## config.mk

```make
export PLATFORM = sky130hd
export DESIGN_NAME = fifo_frame_reader
export DESIGN_NICKNAME = d
export VERILOG_FILES = /design/src/rtl/fifo_frame_reader_pkg.sv /design/src/rtl/fifo_frame_reader_read_pipe.sv /design/src/rtl/fifo_frame_reader.sv
export SDC_FILE = /design/constraint.sdc
export NUM_CORES = 1
export LEC_CHECK = 0
export BUFFER_PORTS_ARGS = -buffer_cell sky130_fd_sc_hd__buf_2
export CORE_MARGIN = 4
export CORE_UTILIZATION = 40
export DETAILED_ROUTE_END_ITERATION = 10
export MAX_ROUTING_LAYER = met4
export SYNTH_ARGS = -nofsm -noshare
export SYNTH_HDL_FRONTEND = slang
export SYNTH_HIERARCHICAL = 1
export SYNTH_SLANG_ARGS = --single-unit
```

## constraint.sdc

```tcl
create_clock -name CLK -period 1.89 [get_ports CLK]
set_input_delay 0.4725 -clock CLK [delete_from_list [all_inputs] [get_ports CLK]]
set_output_delay 0.4725 -clock CLK [all_outputs]
set_load 0.01 [all_outputs]
```

## src/rtl/fifo_frame_reader_pkg.sv

```systemverilog
// fifo_utilities: shared types and defaults for the ADC FIFO writer/reader pair.
//   fifo_signals_t    - write-side FIFO bundle (clk, req, full, data)
//   fifo_rd_signals_t - read-side FIFO bundle (clk, req, empty, full, q)
//   rd_state_e        - frame reader FSM states
//   ADC_WORD_W / ADC_CHANNELS - default word width and words per frame
package fifo_utilities;
  localparam int ADC_WORD_W   = 64;
  localparam int ADC_CHANNELS = 4;

  typedef struct packed {
    logic                  clk;
    logic                  req;
    logic                  full;
    logic [ADC_WORD_W-1:0] data;
  } fifo_signals_t;

  typedef struct packed {
    logic                  clk;
    logic                  req;
    logic                  empty;
    logic                  full;
    logic [ADC_WORD_W-1:0] q;
  } fifo_rd_signals_t;

  typedef enum logic {
    FILL    = 1'b0,
    PRESENT = 1'b1
  } rd_state_e;
endpackage

```

## src/rtl/fifo_frame_reader_read_pipe.sv

```systemverilog
// fifo_read_pipe: valid shift register that delays each accepted FIFO read
// request by the FIFO's read latency, producing the strobe on which Q is valid.
//   clk_i  - read clock
//   rst_ni - async active-low reset
//   req_i  - accepted read request this cycle
//   cap_o  - Q holds the word for a request issued STAGES cycles ago
module fifo_read_pipe #(
  parameter int STAGES = 1
) (
  input  logic clk_i,
  input  logic rst_ni,
  input  logic req_i,
  output logic cap_o
);
  logic [STAGES-1:0] vld_pipe_q;

  always_ff @(posedge clk_i or negedge rst_ni) begin
    if (!rst_ni) begin
      vld_pipe_q <= '0;
    end else begin
      vld_pipe_q[0] <= req_i;
      for (int i = 1; i < STAGES; i++) vld_pipe_q[i] <= vld_pipe_q[i-1];
    end
  end

  assign cap_o = vld_pipe_q[STAGES-1];
endmodule

```

## src/rtl/fifo_frame_reader.sv

```systemverilog
// fifo_frame_reader: drains the read port of the ADC FIFO and reassembles
// WORDS consecutive words into one frame handed out over valid/ready.
//   CLK, nRST            - read clock, async active-low reset
//   RDEMPTY, RDFULL, Q   - FIFO read-side status and data
//   RDREQ                - FIFO pop request (never asserted while RDEMPTY)
//   FRAME, FRAME_VALID   - assembled frame (FRAME[0] = first word read)
//   FRAME_READY          - consumer accept
//   STALL                - partial frame starved for STALL_TIMEOUT cycles
//   OVERRUN_SEEN         - sticky RDFULL observation
// Optional (FIFO_READER_STATS_EN): FRAME_COUNT (handshakes, wrapping) and
// STALL_COUNT (STALL rising edges, saturating).
module fifo_frame_reader import fifo_utilities::*; #(
  parameter int WIDTH         = ADC_WORD_W,
  parameter int WORDS         = ADC_CHANNELS,
  parameter int READ_LATENCY  = 1,
  parameter int STALL_TIMEOUT = 1024
) (
  input  logic                         CLK,
  input  logic                         nRST,
  input  logic                         RDEMPTY,
  input  logic                         RDFULL,
  input  logic [WIDTH-1:0]             Q,
  output logic                         RDREQ,
  output logic [WORDS-1:0][WIDTH-1:0]  FRAME,
  output logic                         FRAME_VALID,
  input  logic                         FRAME_READY,
  output logic                         STALL,
  output logic                         OVERRUN_SEEN
`ifdef FIFO_READER_STATS_EN
  ,
  output logic [31:0]                  FRAME_COUNT,
  output logic [15:0]                  STALL_COUNT
`endif
);
  localparam int CW = $clog2(WORDS + 1);
  localparam int TW = $clog2(STALL_TIMEOUT + 1);
  localparam logic [CW-1:0] WORDS_C = CW'(WORDS);
  localparam logic [CW-1:0] LAST_C  = CW'(WORDS - 1);
  localparam logic [TW-1:0] TMAX_C  = TW'(STALL_TIMEOUT);

  rd_state_e                  state_q, state_d;
  logic [CW-1:0]              issued_q, issued_d, captured_q, captured_d;
  logic [TW-1:0]              timer_q, timer_d;
  logic [WORDS-1:0][WIDTH-1:0] frame_q, frame_d;
  logic                       overrun_q;
  logic                       cap;

  fifo_read_pipe #(.STAGES(READ_LATENCY)) u_read_pipe (
    .clk_i (CLK),
    .rst_ni(nRST),
    .req_i (RDREQ),
    .cap_o (cap)
  );

  always_comb begin
    state_d    = state_q;
    issued_d   = issued_q;
    captured_d = captured_q;
    timer_d    = timer_q;
    frame_d    = frame_q;
    RDREQ      = 1'b0;
    case (state_q)
      FILL: begin
        RDREQ = !RDEMPTY && (issued_q < WORDS_C);
        if (RDREQ) issued_d = issued_q + 1'b1;
        if (cap) begin
          for (int i = 0; i < WORDS; i++)
            if (captured_q == CW'(i)) frame_d[i] = Q;
          timer_d = '0;
          // The last capture always trails the last issue, so clearing
          // issued here cannot drop a request made in the same cycle.
          if (captured_q == LAST_C) begin
            state_d    = PRESENT;
            issued_d   = '0;
            captured_d = '0;
          end else begin
            captured_d = captured_q + 1'b1;
          end
        end else if (!RDREQ && captured_q != '0 && timer_q != TMAX_C) begin
          timer_d = timer_q + 1'b1;
        end
      end
      PRESENT: begin
        timer_d = '0;
        if (FRAME_READY) state_d = FILL;
      end
      default: state_d = FILL;
    endcase
  end

  always_ff @(posedge CLK or negedge nRST) begin
    if (!nRST) begin
      state_q    <= FILL;
      issued_q   <= '0;
      captured_q <= '0;
      timer_q    <= '0;
      frame_q    <= '0;
      overrun_q  <= 1'b0;
    end else begin
      state_q    <= state_d;
      issued_q   <= issued_d;
      captured_q <= captured_d;
      timer_q    <= timer_d;
      frame_q    <= frame_d;
      if (RDFULL) overrun_q <= 1'b1;
    end
  end

  assign FRAME        = frame_q;
  assign FRAME_VALID  = (state_q == PRESENT);
  assign STALL        = (timer_q == TMAX_C);
  assign OVERRUN_SEEN = overrun_q;

`ifdef FIFO_READER_STATS_EN
  logic [31:0] frame_cnt_q;
  logic [15:0] stall_cnt_q;
  logic        stall_prev_q;

  always_ff @(posedge CLK or negedge nRST) begin
    if (!nRST) begin
      frame_cnt_q  <= '0;
      stall_cnt_q  <= '0;
      stall_prev_q <= 1'b0;
    end else begin
      stall_prev_q <= STALL;
      if (FRAME_VALID && FRAME_READY) frame_cnt_q <= frame_cnt_q + 1'b1;
      if (STALL && !stall_prev_q && stall_cnt_q != '1) stall_cnt_q <= stall_cnt_q + 1'b1;
    end
  end

  assign FRAME_COUNT = frame_cnt_q;
  assign STALL_COUNT = stall_cnt_q;
`endif
endmodule
```

* Word level (Yosys, flattened, before mapping)
Index checks and enable logic that the tools add are counted.
Word-level totals: output and inout port bits 260, flip-flop bits (word level) 276
Operators by class: bitwise operators 1, eq/ne operators 6, order comparisons 1, reduce and logical (&&, ||, !) cells 12, multiplexer cells 12, add/sub/neg operators 3
Operator list (count):
- 11-bit two-way mux | 2
- 11-bit case mux with 2 select lines | 1
- 3-bit two-way mux | 4
- 3-bit AND reduction | 4
- 11-bit by 1-bit adder with 11-bit output (second input constant) | 1
- 11-bit == test (second input constant) | 1
- 11-bit != test (second input constant) | 1
- 3-bit by 1-bit adder with 3-bit output (second input constant) | 2
- 3-bit by 2-bit == test with 1-bit output (second input constant) | 2
- 1-bit two-way mux | 4
- 3-bit by 1-bit == test with 1-bit output (second input constant) | 1
- 1-bit logical AND | 3
- 3-bit zero test | 1
- 3-bit less-than comparator (second input constant) | 1
- 3-bit by 2-bit != test with 1-bit output (second input constant) | 1
- 3-bit nonzero test | 1
- 1-bit zero test | 2
- 1-bit case mux with 2 select lines | 1
- 2-bit AND reduction | 1
- 1-bit NOT | 1

* Depth between registers and ports, before layout
word-level depth 8, depth in mapped cells 6, gate-level depth less buffers 6

* Hierarchy
Netlist, hierarchy kept.
By module, submodules not included:
- fifo_frame_reader | cells each 650, times used 1, area an instance 10566.4 um^2
- fifo_read_pipe | cells each 1, times used 1, area an instance 25.0 um^2

* Least setup slack after synthesis
OpenSTA, ideal clock, no wires.
path type register to register, start register state_q (netlist: FRAME_VALID), end register frame_q, in the netlist FRAME[72], arrival time 1.497 ns, stages on the path, launching flop included 7, clock period less this slack 1.622 ns, data required time 1.765 ns, path slack 0.268 ns, buffers on the path 2, setup time 0.125 ns, cells stage by stage dfrtp_1 inv_1 nand2_2 nor3b_1 buf_4 buf_6 mux2_2
On the way: cells in the longest elaborated chain, start to end 2
Ends and longest elaborated chain:
- from (decl) | line fifo_frame_reader.sv:41 | rd_state_e state_q, state_d;
- from (signal assigned) | line fifo_frame_reader.sv:100 | state_q <= state_d;
- 1-bit NOT (no line)
- 3-bit AND reduction (no line)
- to (signal assigned) | line fifo_frame_reader.sv:104 | frame_q <= frame_d;
- to (decl) | line fifo_frame_reader.sv:44 | logic [WORDS-1:0][WIDTH-1:0] frame_q, frame_d;
No other way between the ends. A chain may end at the register's enable or synchronous reset.

* Final worst setup path
start register timer_q[8], end output STALL
On the way: cells in the longest elaborated chain, start to end 1
Ends and longest elaborated chain:
- from (decl) | line fifo_frame_reader.sv:43 | logic [TW-1:0] timer_q, timer_d;
- from (signal assigned) | line fifo_frame_reader.sv:103 | timer_q <= timer_d;
- 11-bit == test | line fifo_frame_reader.sv:111 | assign STALL = (timer_q == TMAX_C);
- to (decl) | line fifo_frame_reader.sv:27 | output logic STALL,
No other way between the ends.

==> run_results.csv <==
group,metric,value,unit
synth,yosys.area.top_type,"dfrtp_1",
grt,grt_pass1_wl,40.6,mm
routing,vias,6695,
critical_path,worstPathRequired,1420,ps
synth,yosysUniqueCellTypes,39,
die,fp.dieW,171,um
clocking,cts.sinks,276,
synth,ys_seq_area_frac,0.652,
place,dpl_cell_area,12800,um2
clocking,htreeDepth,1,
clocking,cts_buffer_depth,3,
die,pin_count,329,
final_layout,fill_cells,2285,
routing,drtPass1Iterations,4,
sta,rsz0062_at_grt,"true",
die,coreArea,26100,um2
sta,worst_pin_slew,496,ps
critical_path,crit_family,"simple AND/OR/NAND/NOR gates",
synth,syn-num-nets,727,
critical_path,crit_fanout,3,
critical_path,critPathSlowestCell,"dfrtp_1",
place,dp_hpwl,18.5,mm
synth,synth_area_leaders,"dfrtp_1 (65%), mux2_2 (24%), mux2_1 (2.9%)",
synth,yosys.area.top_type_share,0.652,
power,peakVddDrop,1.05,mV
hold_path,hp-class,"in -> reg",
grt,grt.overflow.total,0,
synth,synth_ff_type,"dfrtp_1",
final_layout,drive_gt1_frac,0.627,
sta,fmax,480,MHz
final_layout,utilization,0.533,
synth,ys_ff_latch,276,
place,io_buffers,328,
place,placedCellCount,1311,
die,start_util,0.406,
grt,grt_max_degree,56,
critical_path,cp_num_buf_inv,2,
final_layout,nNetsFinal,1089,
sta,fin_setup_tns,-204,ps
final_layout,syn2layout_area_growth,31.1,%
routing,vias_per_cell,4.89,
routing,routed_wl,26.2,mm
critical_path,startpoint_type,"register",
grt,antenna_found_initial,1,
sta,setup_slack,-195,ps
clocking,cts-root-buf,"clkbuf_16",
die,die_h,171,um
routing,drt_iter0_drc,234,
synth,synthTopCellsByCount,"dfrtp_1 (276), mux2_2 (229), mux2_1 (27), nor2_1 (14), buf_6 (12)",
grt,grt_pass1_vias,7101,
synth,netlist_area,10600,um2
final_layout,fin_cells,1370,
final_layout,finalInstanceArea,13900,um2
sta,fin_crit,2090,ps
synth,syn_inst,651,
sta,drv_slew,0,
synth,synth-async-reset-ratio,1.00,
clocking,insertion_delay,530,ps
critical_path,slowest_delay,420,ps
hold_path,min_from,"RDFULL",
clocking,cts_tree,"yes",
place,gp_congestion,0.810,
synth,syn_avg_cell_area,16.3,um2
run_status,violations,"negative setup slack",
synth,synth_edf_count,0,
power,p_per_area,1850,nW/um2
sta,fin_worst_skew,4.32,ps
run,maxCapViolations,0,
critical_path,arrival,1610,ps
synth,yosysMostFrequentCell,"dfrtp_1",
die,num_rows,59,
routing,postRouteAntennaNets,0,
clocking,cts_buffers,30,
sta,finalHoldViolCount,0,
synth,yosys_warnings,6,
routing,routedWlPerCell,19.1,um
sta,slew_headroom,0.668,
critical_path,r2r-start,"captured_q[0]",
sta,finalSetupViolCount,2,
grt,grt_use_total,0.181,
clocking,clk_pin_slew,60,ps
critical_path,worstSetupEndpointType,"output port",
power,leakagePower,6.61,nW
critical_path,worstSetupStartpoint,"timer_q[8]",
critical_path,crit_type,"reg -> out",
place,place_ws,101,ps
sta,fin_crit_sh,1.10,
die,die-area,29100,um2
run_status,status,"finished, violations left",
routing,drc,0,
critical_path,worstPathCellList,"nor4_2, nand4_1, inv_2, buf_6",
## per-layer routing
layer	vias up	share of wire	track usage
met5	-	0	-
met4	0	0.023	0.0420
met3	44	0.054	0.0386
met2	180	0.52	0.309
met1	3445	0.40	0.221
li1	3026	-	-
## report_power, final
part	internal [mW]	total, mW	switching, mW
logic	4.83	9.51	4.67
registers	8.79	10.2	1.39
clock network	3.69	5.96	2.27
## state kept, by name (all words and copies together), names as in the netlist
signal and count:
FRAME 256, FRAME_VALID 1, OVERRUN_SEEN 1, captured_q 3, issued_q 3, timer_q 11
u_read_pipe/cap_o 1
## layout by cell type, fill, tap and decap left out, types with 2 or more instances in the layout
master | Yosys | final
nand2b_1 | 2 | 2
a31o_2 | 2 | 2
nor2_1 | 14 | 13
or2_2 | 2 | 2
nor2_4 | 1 | 2
o21ai_0 | 4 | 4
buf_6 | 12 | 3
nor4_2 | 0 | 2
nand3_1 | 5 | 5
ha_1 | 7 | 7
xnor2_1 | 5 | 5
clkbuf_1 | 1 | 6
nand2_1 | 7 | 7
mux2i_1 | 2 | 2
clkbuf_16 | 0 | 31
clkbuf_8 | 0 | 8
buf_12 | 0 | 11
bufinv_16 | 0 | 3
diode_2 | 0 | 2
nor4_1 | 4 | 2
mux2_2 | 229 | 229
dfrtp_1 | 276 | 276
mux2_1 | 27 | 27
buf_4 | 6 | 17
nor3_1 | 4 | 3
a21oi_1 | 5 | 5
inv_1 | 8 | 7
buf_2 | 9 | 325
clkinv_2 | 0 | 3
## worst paths after layout
check                                     to  slack [ps]  depth (start not counted)
worst max register to register    timer_q[9]         110                          6
worst max-delay path                   STALL        -200                          4
min in group asynchronous         FRAME[197]         460                          2
max in group asynchronous          FRAME[32]         730                          3
worst min register to register  OVERRUN_SEEN         470                          1
worst min-delay path            OVERRUN_SEEN         130                          2
## through the flow
step | hold WS (ps) | power [mW]
floorplan | 177 | 15.4
global placement | 429 | 19.7
detailed placement | 435 | 19.9
CTS | 98.1 | 26.1
global route | 104 | 27.2
finish | 126 | 25.6
## cell families after synthesis
| logic type | Yosys count | share of synthesized area |
|---|---|---|
| flip-flops | 276 | 0.652 |
| buffers and inverters | 36 | 0.0245 |
| adder cells (fa/ha/maj) | 7 | 0.00827 |
| AND/OR/NAND/NOR | 51 | 0.0263 |
| AO/OA/AOI/OAI | 18 | 0.0106 |
| XOR/XNOR | 5 | 0.00413 |
| multiplexers | 258 | 0.274 |
## repair_timing
| action | 4_1_cts | 5_1_grt |
|---|---|---|
| hold buffers | 1 | 0 |
| setup endpoints to repair | 2 | 52 |
| gates resized for setup | 5 | 5 |
| pin swaps | 4 | 3 |
| setup buffers | 1 | 3 |
| hold endpoints to repair | 46 | 0 |
## cell type report
class	instances	area [um2]	share of cell area
multi-input combinational	339	3470	0.250
sequential	276	6910	0.497
inverter	8	30.0	0.00216
tap	335	419	0.0302
antenna	2	5.00	0.000360
clock buffer	45	908	0.0654
clock inverter	7	113	0.00811
timing repair buffer	358	2030	0.146
Power figures use the tool's default switching activity.
